<file path="config.mk">
export PLATFORM = sky130hd
export DESIGN_NAME = traffic_phase_scheduler
export DESIGN_NICKNAME = d
export VERILOG_FILES = /design/src/rtl/traffic_pkg.sv /design/src/rtl/phase_timer.sv /design/src/rtl/traffic_phase_scheduler.sv
export SDC_FILE = /design/constraint.sdc
export NUM_CORES = 1
export LEC_CHECK = 0
export BUFFER_PORTS_ARGS = -buffer_cell sky130_fd_sc_hd__buf_2
export CELL_PAD_IN_SITES_DETAIL_PLACEMENT = 0
export CELL_PAD_IN_SITES_GLOBAL_PLACEMENT = 1
export CORE_UTILIZATION = 35
export CTS_CLUSTER_DIAMETER = 200
export CTS_CLUSTER_SIZE = 12
export DETAILED_ROUTE_END_ITERATION = 12
export PLACE_DENSITY = 0.79
export SLEW_MARGIN = 20
export SYNTH_ARGS = -nofsm -noshare
export SYNTH_HDL_FRONTEND = slang
export SYNTH_SLANG_ARGS = --single-unit
</file>
<file path="constraint.sdc">
create_clock -name clk -period 2.71 [get_ports clk]
set_clock_uncertainty 0.1 [all_clocks]
set_input_delay 0.813 -clock clk [delete_from_list [all_inputs] [get_ports clk]]
set_output_delay 0.813 -clock clk [all_outputs]
set_load 0.01 [all_outputs]
</file>
<file path="src/rtl/traffic_pkg.sv">
// Shared types for the crossroad phase scheduler: lamp encodings, the
// phase-state enum, the round-robin grant pointer and two small helpers.
package traffic_pkg;

    localparam logic [2:0] LIGHT_RED    = 3'b100;
    localparam logic [2:0] LIGHT_YELLOW = 3'b010;
    localparam logic [2:0] LIGHT_GREEN  = 3'b001;

    typedef enum logic [2:0] {
        ST_ALL_RED,
        ST_A_GREEN,
        ST_A_YELLOW,
        ST_B_GREEN,
        ST_B_YELLOW,
        ST_PED_WALK
    } phase_t;

    // Who was granted last; the round-robin search starts just after it.
    typedef enum logic [1:0] {
        GRANT_A,
        GRANT_B,
        GRANT_PED
    } grant_t;

    typedef struct packed {
        logic [2:0] a;
        logic [2:0] b;
        logic       walk;
    } lamp_t;

    // Lamp pattern shown while a given phase is active.
    function automatic lamp_t decode_lamps(phase_t p);
        lamp_t l;
        l.a    = LIGHT_RED;
        l.b    = LIGHT_RED;
        l.walk = 1'b0;
        case (p)
            ST_A_GREEN:  l.a    = LIGHT_GREEN;
            ST_A_YELLOW: l.a    = LIGHT_YELLOW;
            ST_B_GREEN:  l.b    = LIGHT_GREEN;
            ST_B_YELLOW: l.b    = LIGHT_YELLOW;
            ST_PED_WALK: l.walk = 1'b1;
            default:     l.walk = 1'b0;
        endcase
        return l;
    endfunction

    // First pending requester after the last grant in A -> B -> PED order;
    // with nothing pending the intersection defaults to road A.
    function automatic phase_t rr_select(grant_t last, logic pa, logic pb, logic pp);
        phase_t sel;
        sel = ST_A_GREEN;
        case (last)
            GRANT_A: begin
                if (pb)      sel = ST_B_GREEN;
                else if (pp) sel = ST_PED_WALK;
                else         sel = ST_A_GREEN;
            end
            GRANT_B: begin
                if (pp)      sel = ST_PED_WALK;
                else if (pa) sel = ST_A_GREEN;
                else if (pb) sel = ST_B_GREEN;
                else         sel = ST_A_GREEN;
            end
            default: begin
                if (pa)      sel = ST_A_GREEN;
                else if (pb) sel = ST_B_GREEN;
                else if (pp) sel = ST_PED_WALK;
                else         sel = ST_A_GREEN;
            end
        endcase
        return sel;
    endfunction

endpackage

</file>
<file path="src/rtl/phase_timer.sv">
// 4-bit loadable down-counter that parks at zero; drives the countdown
// display and tells the scheduler when the current phase has expired.
module phase_timer #(
    parameter logic [3:0] RESET_VAL = 4'd0
) (
    input  logic       clk,
    input  logic       rst,
    input  logic       i_load,
    input  logic [3:0] i_load_val,
    output logic [3:0] o_count,
    output logic       o_zero
);

    logic [3:0] r_count;

    // Load on phase entry or emergency hold, otherwise count down and stop at 0.
    always_ff @(posedge clk or posedge rst) begin
        // NOTE: clocked state uses non-blocking (<=) so every register samples pre-edge values.
        if (rst)
            r_count <= RESET_VAL;
        else if (i_load)
            r_count <= i_load_val;
        else if (r_count != 4'd0)
            r_count <= r_count - 4'd1;
    end

    assign o_count = r_count;
    assign o_zero  = (r_count == 4'd0);

endmodule

</file>
<file path="src/rtl/traffic_phase_scheduler.sv">
// Demand-actuated phase scheduler: latches road/pedestrian requests, grants
// A, B and the walk phase round-robin, and lets emergency vehicles preempt.
module traffic_phase_scheduler
    import traffic_pkg::*;
#(
    parameter int GREEN_T  = 8,
    parameter int YELLOW_T = 3,
    parameter int ALLRED_T = 2,
    parameter int WALK_T   = 6
) (
    input  logic       clk,
    input  logic       rst_a,
    input  logic       req_a,
    input  logic       req_b,
    input  logic       req_ped,
    input  logic [1:0] emerg,
    output logic [2:0] A_lights,
    output logic [2:0] B_lights,
    output logic       ped_walk,
    output logic [3:0] num_out
);

    localparam logic [3:0] GREEN_M1  = 4'(GREEN_T - 1);
    localparam logic [3:0] YELLOW_M1 = 4'(YELLOW_T - 1);
    localparam logic [3:0] ALLRED_M1 = 4'(ALLRED_T - 1);
    localparam logic [3:0] WALK_M1   = 4'(WALK_T - 1);

    phase_t     r_state;
    grant_t     r_last;
    lamp_t      r_lamps;
    logic       r_pend_a;
    logic       r_pend_b;
    logic       r_pend_ped;

    phase_t     w_next_state;
    logic       w_load;
    logic [3:0] w_load_val;
    logic [3:0] w_count;
    logic       w_zero;
    logic       w_emerg_a;
    logic       w_emerg_b;
    logic       w_enter_a;
    logic       w_enter_b;
    logic       w_enter_ped;

    // Countdown value shown on the first cycle of each phase.
    function automatic logic [3:0] phase_len_m1(phase_t p);
        case (p)
            ST_A_GREEN, ST_B_GREEN:   return GREEN_M1;
            ST_A_YELLOW, ST_B_YELLOW: return YELLOW_M1;
            ST_PED_WALK:              return WALK_M1;
            default:                  return ALLRED_M1;
        endcase
    endfunction

    // Road A wins when both emergency bits are raised.
    assign w_emerg_a = emerg[0];
    assign w_emerg_b = emerg[1] & ~emerg[0];

    phase_timer #(
        .RESET_VAL (ALLRED_M1)
    ) u_timer (
        .clk        (clk),
        .rst        (rst_a),
        .i_load     (w_load),
        .i_load_val (w_load_val),
        .o_count    (w_count),
        .o_zero     (w_zero)
    );

    // Next-phase selection and timer reload decisions.
    always_comb begin
        // NOTE: every output of this block gets a default first so no latch is inferred.
        w_next_state = r_state;
        w_load       = 1'b0;
        w_load_val   = 4'd0;
        case (r_state)
            ST_ALL_RED: begin
                if (w_zero) begin
                    if (w_emerg_a)      w_next_state = ST_A_GREEN;
                    else if (w_emerg_b) w_next_state = ST_B_GREEN;
                    else                w_next_state = rr_select(r_last, r_pend_a, r_pend_b, r_pend_ped);
                end
            end
            ST_A_GREEN: begin
                if (w_emerg_a) begin
                    w_load     = 1'b1;
                    w_load_val = GREEN_M1;
                end else if (w_emerg_b || (w_zero && (r_pend_b || r_pend_ped))) begin
                    w_next_state = ST_A_YELLOW;
                end
            end
            ST_B_GREEN: begin
                if (w_emerg_b) begin
                    w_load     = 1'b1;
                    w_load_val = GREEN_M1;
                end else if (w_emerg_a || (w_zero && (r_pend_a || r_pend_ped))) begin
                    w_next_state = ST_B_YELLOW;
                end
            end
            ST_A_YELLOW, ST_B_YELLOW: begin
                if (w_zero) w_next_state = ST_ALL_RED;
            end
            ST_PED_WALK: begin
                if (w_zero || w_emerg_a || w_emerg_b) w_next_state = ST_ALL_RED;
            end
            default: w_next_state = ST_ALL_RED;
        endcase
        if (w_next_state != r_state) begin
            w_load     = 1'b1;
            w_load_val = phase_len_m1(w_next_state);
        end
    end

    assign w_enter_a   = (w_next_state == ST_A_GREEN)  && (r_state != ST_A_GREEN);
    assign w_enter_b   = (w_next_state == ST_B_GREEN)  && (r_state != ST_B_GREEN);
    assign w_enter_ped = (w_next_state == ST_PED_WALK) && (r_state != ST_PED_WALK);

    // Phase register, last-grant pointer and registered lamp outputs.
    always_ff @(posedge clk or posedge rst_a) begin
        if (rst_a) begin
            r_state <= ST_ALL_RED;
            r_last  <= GRANT_PED;
            r_lamps <= decode_lamps(ST_ALL_RED);
        end else begin
            r_state <= w_next_state;
            r_lamps <= decode_lamps(w_next_state);
            if (w_enter_a)        r_last <= GRANT_A;
            else if (w_enter_b)   r_last <= GRANT_B;
            else if (w_enter_ped) r_last <= GRANT_PED;
        end
    end

    // Request latches: entry into the served phase beats a same-cycle request,
    // and a request for the phase already being served is ignored.
    always_ff @(posedge clk or posedge rst_a) begin
        if (rst_a) begin
            r_pend_a   <= 1'b0;
            r_pend_b   <= 1'b0;
            r_pend_ped <= 1'b0;
        end else begin
            r_pend_a   <= w_enter_a   ? 1'b0 : (r_pend_a   | (req_a   && (r_state != ST_A_GREEN)));
            r_pend_b   <= w_enter_b   ? 1'b0 : (r_pend_b   | (req_b   && (r_state != ST_B_GREEN)));
            r_pend_ped <= w_enter_ped ? 1'b0 : (r_pend_ped | (req_ped && (r_state != ST_PED_WALK)));
        end
    end

    assign A_lights = r_lamps.a;
    assign B_lights = r_lamps.b;
    assign ped_walk = r_lamps.walk;
    assign num_out  = w_count;

endmodule

</file>
# Word level (Yosys, flattened, before mapping)
# Index checks and enable logic that the tools add are counted.
# totals
register_bits	19
inputBits	7
elab_cells	90
# op_classes
add_sub_neg	1
eq_ne	15
n_mux	37
bitwise_logic	5
n_reduce_logical	23
# op_table
cell	count
$mux W3	15
$pmux W3 S2	4
$pmux W3 S5	1
$eq A3 B2 Y1 const B	4
$eq A3 B3 Y1 const B	4
$mux W4	3
$mux W2	5
$pmux W3 S3	1
$logic_and A1 B1 Y1	8
$mux W1	7
$eq A3 B1 Y1 const B	2
$logic_or A1 B1 Y1	6
$reduce_or A2 Y1	3
$logic_not A4 Y1	1
$reduce_bool A4 Y1	1
$sub A4 B1 Y4 const B	1
$logic_not A3 Y1	1
$ne A3 B1 Y1 const B	1
$ne A3 B2 Y1 const B	1
$ne A3 B3 Y1	1
$ne A3 B3 Y1 const B	1
$or A1 B1 Y1	3
$reduce_bool A3 Y1	1
$eq A2 B1 Y1 const B	1
other kinds (5)	5

# Logic depth before layout (Yosys ltp)
# logic_depth
word_depth	13
ltp_mapped	9

# Modules after synthesis
# A second synthesis with hierarchy kept.
# unflattened
cells_unflattened	122
hier_area_um2	1187.4
# modules_own_cells
module	instances	cells_each	area_per_inst_um2	seq_area_each_um2
traffic_phase_scheduler	1	99	949.7	379.1
phase_timer	1	23	237.7	101.3

# Worst setup path before layout
# OpenSTA, ideal clock, no wires.
# synth_timing
path_type	input to register
startpoint	in emerg[1]
endpoint	reg u_timer.r_count[0], in the netlist u_timer.o_count[0]
setup_time_ns	0.083
arrival_ns	2.383
required_time_ns	2.527
slack_ns	0.144
path_stages	5
cell_sequence	or3b_1 -> a2111oi_2 -> nor3_1 -> a221o_1 -> o32a_1
# synth_via
elab_chain_cells	10
# synth_lines
item	line	source
start: declaration	traffic_phase_scheduler.sv:16	input logic [1:0] emerg,
$and A1 B1 Y1 *	traffic_phase_scheduler.sv:58	assign w_emerg_b = emerg[1] & ~emerg[0];
$mux W3 / $logic_or A1 B1 Y1 (equally long branches)	traffic_phase_scheduler.sv:81, traffic_phase_scheduler.sv:89	
$mux W3, on equally long branches	traffic_phase_scheduler.sv:80, traffic_phase_scheduler.sv:89	
$mux W3, on equally long branches	traffic_phase_scheduler.sv:79, traffic_phase_scheduler.sv:86	
$pmux W3 S5	traffic_phase_scheduler.sv:77	case (r_state)
$eq A3 B3 Y1, or another cell as far along	traffic_phase_scheduler.sv:48	case (p)
$reduce_or A2 Y1	traffic_phase_scheduler.sv:48	
$pmux W3 S3	traffic_phase_scheduler.sv:48	
$mux W4	traffic_phase_scheduler.sv:109	if (w_next_state != r_state) begin
$mux W4	phase_timer.sv:21	else if (i_load)
end signal: assignment	phase_timer.sv:22	r_count <= i_load_val;
end signal: assignment	phase_timer.sv:24	r_count <= r_count - 4'd1;
end: declaration	phase_timer.sv:14	logic [3:0] r_count;
# Every way passes the cells marked *; elsewhere a longest branch is shown, timed or not.
# A chain may end at the register's enable or synchronous reset.

# Worst setup path in the final report
# layout_timing
startpoint	reg u_timer.r_count[0], in the netlist u_timer.o_count[0]
endpoint	reg u_timer.r_count[0], in the netlist u_timer.o_count[0]
# layout_via
elab_chain_cells	11
# layout_lines
item	line	source
$logic_not A4 Y1	phase_timer.sv:28	assign o_zero = (r_count == 4'd0);
$logic_and A1 B1 Y1, on equally long branches	traffic_phase_scheduler.sv:97, traffic_phase_scheduler.sv:89	
$logic_or A1 B1 Y1, on equally long branches	traffic_phase_scheduler.sv:97, traffic_phase_scheduler.sv:89	
$mux W3, on equally long branches	traffic_phase_scheduler.sv:97, traffic_phase_scheduler.sv:89	
$mux W3, on equally long branches	traffic_phase_scheduler.sv:94, traffic_phase_scheduler.sv:86	
$pmux W3 S5	traffic_phase_scheduler.sv:77	
$eq A3 B3 Y1, or another cell as far along	traffic_phase_scheduler.sv:48	
$reduce_or A2 Y1	traffic_phase_scheduler.sv:48	
$pmux W3 S3	traffic_phase_scheduler.sv:48	
$mux W4	traffic_phase_scheduler.sv:109	
$mux W4	phase_timer.sv:21	
# Several ways; a longest one is shown, not always the timed one. The select of a mux whose other input is x is not followed.

==> impl_metrics.csv <==
group,metric,value,unit
final_layout,fillCellCount,290,
sta,fin_crit_sh,0.928,
pwr,ir_drop,647,uV
sta,tightest_slew,713,ps
detailed_routing,route.detailed.drc,0,
sta,setup_ws,195,ps
outcome,status,"finished clean",
logic_synthesis,synth_edf_count,0,
cts,path_clk_slew,100,ps
cts,cts_tree,"built",
setup_path,end_kind,"flop",
floorplanning,io_pins,18,
final_layout,final_util,0.442,
final_layout,seq_area,480,sq um
logic_synthesis,synth-simple-area-share,0.259,
final_layout,drive_gt1_frac,0.273,
detailed_routing,wire_per_inst,13.5,um
sta,final_hold_viol_count,0,
logic_synthesis,yosysTopAreaCell,"dfrtp_1",
floorplanning,fp-row-count,19,
setup_path,start_kind,"flop",
global_route,overflow,0,
logic_synthesis,synth-compound-area-share,0.193,
global_route,grt_max_degree,20,
logic_synthesis,synth_cell_types,37,
final_layout,nets,148,
detailed_routing,viasPerCell,5.28,
sta,min_period,2520,ps
detailed_routing,routed_wl,2.29,mm
global_route,grt_use_total,0.154,
detailed_routing,first_pass_iters,4,
setup_path,r2r_setup_slack,190,ps
logic_synthesis,synth.area.mux_share,0.00970,
cts,numCtsBuffers,3,
final_layout,n_antenna_cell,0,
logic_synthesis,synth_xor_area_frac,0.00848,
logic_synthesis,synthTopCellsByArea,"dfrtp_1, dfstp_2, nor2_1",
global_route,grt_pass1_wl,3.86,mm
logic_synthesis,syn_avg_cell_area,9.05,sq um
floorplanning,die_height,56.3,um
logic_synthesis,syn_area,1030,sq um
setup_path,crit_path_start,"u_timer.o_count[0]",
detailed_routing,vias,898,
floorplanning,die_w,56.3,um
cts,cts-root-buf,"clkbuf_4",
setup_path,critPathCapture,"u_timer.o_count[0]",
logic_synthesis,synthCells,114,
setup_path,worstSetupPathType,"flop to flop",
logic_synthesis,synth_top_area_share,0.364,
setup_path,r2r_start,"u_timer.o_count[0]",
sta,final_max_slew_viol_count,0,
sta,rsz0062_at_grt,"yes",
placement,dp_hpwl,1.67,mm
setup_path,crit_fanout,7,
placement,gp_congestion,0.881,
logic_synthesis,async_reset_ff_frac,1.00,
setup_path,r2r_end,"u_timer.o_count[0]",
logic_synthesis,synth_flop_cell,"dfrtp_1",
setup_path,r2r_cells,7,
logic_synthesis,synth_top_family_by_area,"simple AND/OR/NAND/NOR gates",
detailed_routing,drt-initial-drc-count,8,
detailed_routing,postRouteAntennaNets,0,
final_layout,multi_input_area,509,sq um
sta,finalSetupViolations,0,
placement,preCtsSetupSlack,-94.5,ps
setup_path,worstPathRequired,2840,ps
floorplanning,start_util,0.371,
sta,slew-limit-headroom,0.524,
global_route,grt_pass1_vias,849,
pwr,powerDensity,1100,nW/um^2
floorplanning,die-area,3170,sq um
global_route,antenna_found_initial,0,
logic_synthesis,seq_area_frac_synth,0.465,
floorplanning,coreArea,2780,sq um
logic_synthesis,ys_warn_count,0,
sta,fmax,398,MHz
cts,clock_latency,290,ps
logic_synthesis,syn_nets,122,
sta,hold_ws,419,ps
setup_path,arrival,2640,ps
pwr,power_leakage,0.553,nW
cts,htreeDepth,1,
placement,place.port_buffers,17,
cts,cts.path.max_buffers,2,
cts,cts_sinks,19,
logic_synthesis,synth_fa_ha_area_frac,0.0121,
final_layout,areaGrowthSynthToFinish,19.2,%
hold_path,holdCritPathClass,"flop to flop",
logic_synthesis,ys_ff_latch,19,
run,drv_cap,0,
[synthesized netlist by cell type (all sizes together), types with 3 or more instances]
library cell  count
dfrtp            15
dfstp             4
inv              10
nand3             3
nor3              8
nor2             15
o21ai             7
nor3b             3
a21oi            11
nand2             7
nand2b            3
[cells by family after synthesis]
group / Yosys count
muxes: 1
DFF: 19
AOI/OAI and AO/OA: 30
xor gates and xnor gates: 1
buffers and inverters: 13
and+or+nand+nor: 49
adders and majority gates: 1
[layout make-up]
cell class | count | share of cell area
Clock buffer | 4 | 0.0214
Sequential cell | 19 | 0.391
Tap cell | 31 | 0.0315
Multi-Input combinational cell | 82 | 0.414
Inverter | 10 | 0.0305
Timing Repair Buffer | 24 | 0.112
[per-stage QoR]
step	cells	power, mW	setup TNS [ps]	area [sq um]
after floorplan	114	0.978	0	1030
after global placement	165	1.17	-75.7	1180
after detailed placement	165	1.19	-167	1180
after CTS	169	1.34	0	1210
after global routing	170	1.48	-24.7	1230
final	170	1.35	0	1230
[report_power, final]
group	internal (mW)	switching [mW]	total, mW	leakage (nW)
Clock	0.0572	0.0832	0.140	0.0150
Combinational	0.321	0.388	0.709	0.310
Sequential	0.403	0.102	0.504	0.229
[worst max-delay path: stages, from the launching register on]
cell and delay, ps:
dfstp_2 560, inv_1 50, ha_1 230, nor3b_4 190, a2111oi_2 400, nor3_2 110
a221o_1 430, o32a_1 380
[state kept, by name, summed over array words and instances (netlist names)]
signal,count
r_pend_a,1
B_lights,3
ped_walk,1
u_timer.o_count,4
r_state,3
r_pend_ped,1
A_lights,3
r_last,2
r_pend_b,1
[worst min-delay path by stage]
stage,start,to,slack (ps),cells past startpoint
4_1_cts,r_last[1],r_last[1],430,2
2_1_floorplan,r_last[1],r_last[1],380,2
5_1_grt,r_last[1],r_last[1],450,2
3_5_place_dp,r_last[1],r_last[1],410,2
6_report,r_last[1],r_last[1],420,2
3_3_place_gp,r_last[1],r_last[1],400,2
[cells in the final DEF, fill, tap and decap left out, types with 2 or more instances in the layout]
cell      synthesis  routed
nand3b_1          2       2
inv_1             9       9
a21oi_1          11      11
buf_4             1       7
nor3_1            7       6
dfrtp_1          15      15
nor2_1           15      15
nor3b_1           2       2
o21ai_0           7       7
nand2_1           7       7
nand2b_1          3       3
nor3_2            1       2
or3b_1            2       2
buf_2             1      17
nor2b_1           2       2
nand3_1           3       3
o21a_1            2       2
clkbuf_4          0       3
dfstp_2           4       4
and2_1            2       2
[routing by layer]
layer  up-vias  track usage  routed length, um
met4         0       0.0523                 12
li1        454            -                  -
met5         -            0                  0
met1       429        0.234               1130
met3         2       0.0184                 71
met2        13        0.226               1080
[timing repair]
item,4_1_cts,5_1_grt
setup buffers,0,1
setup endpoints to repair,0,2
hold buffers,0,0
gates resized for setup,0,2
Power figures use the tool's default switching activity.
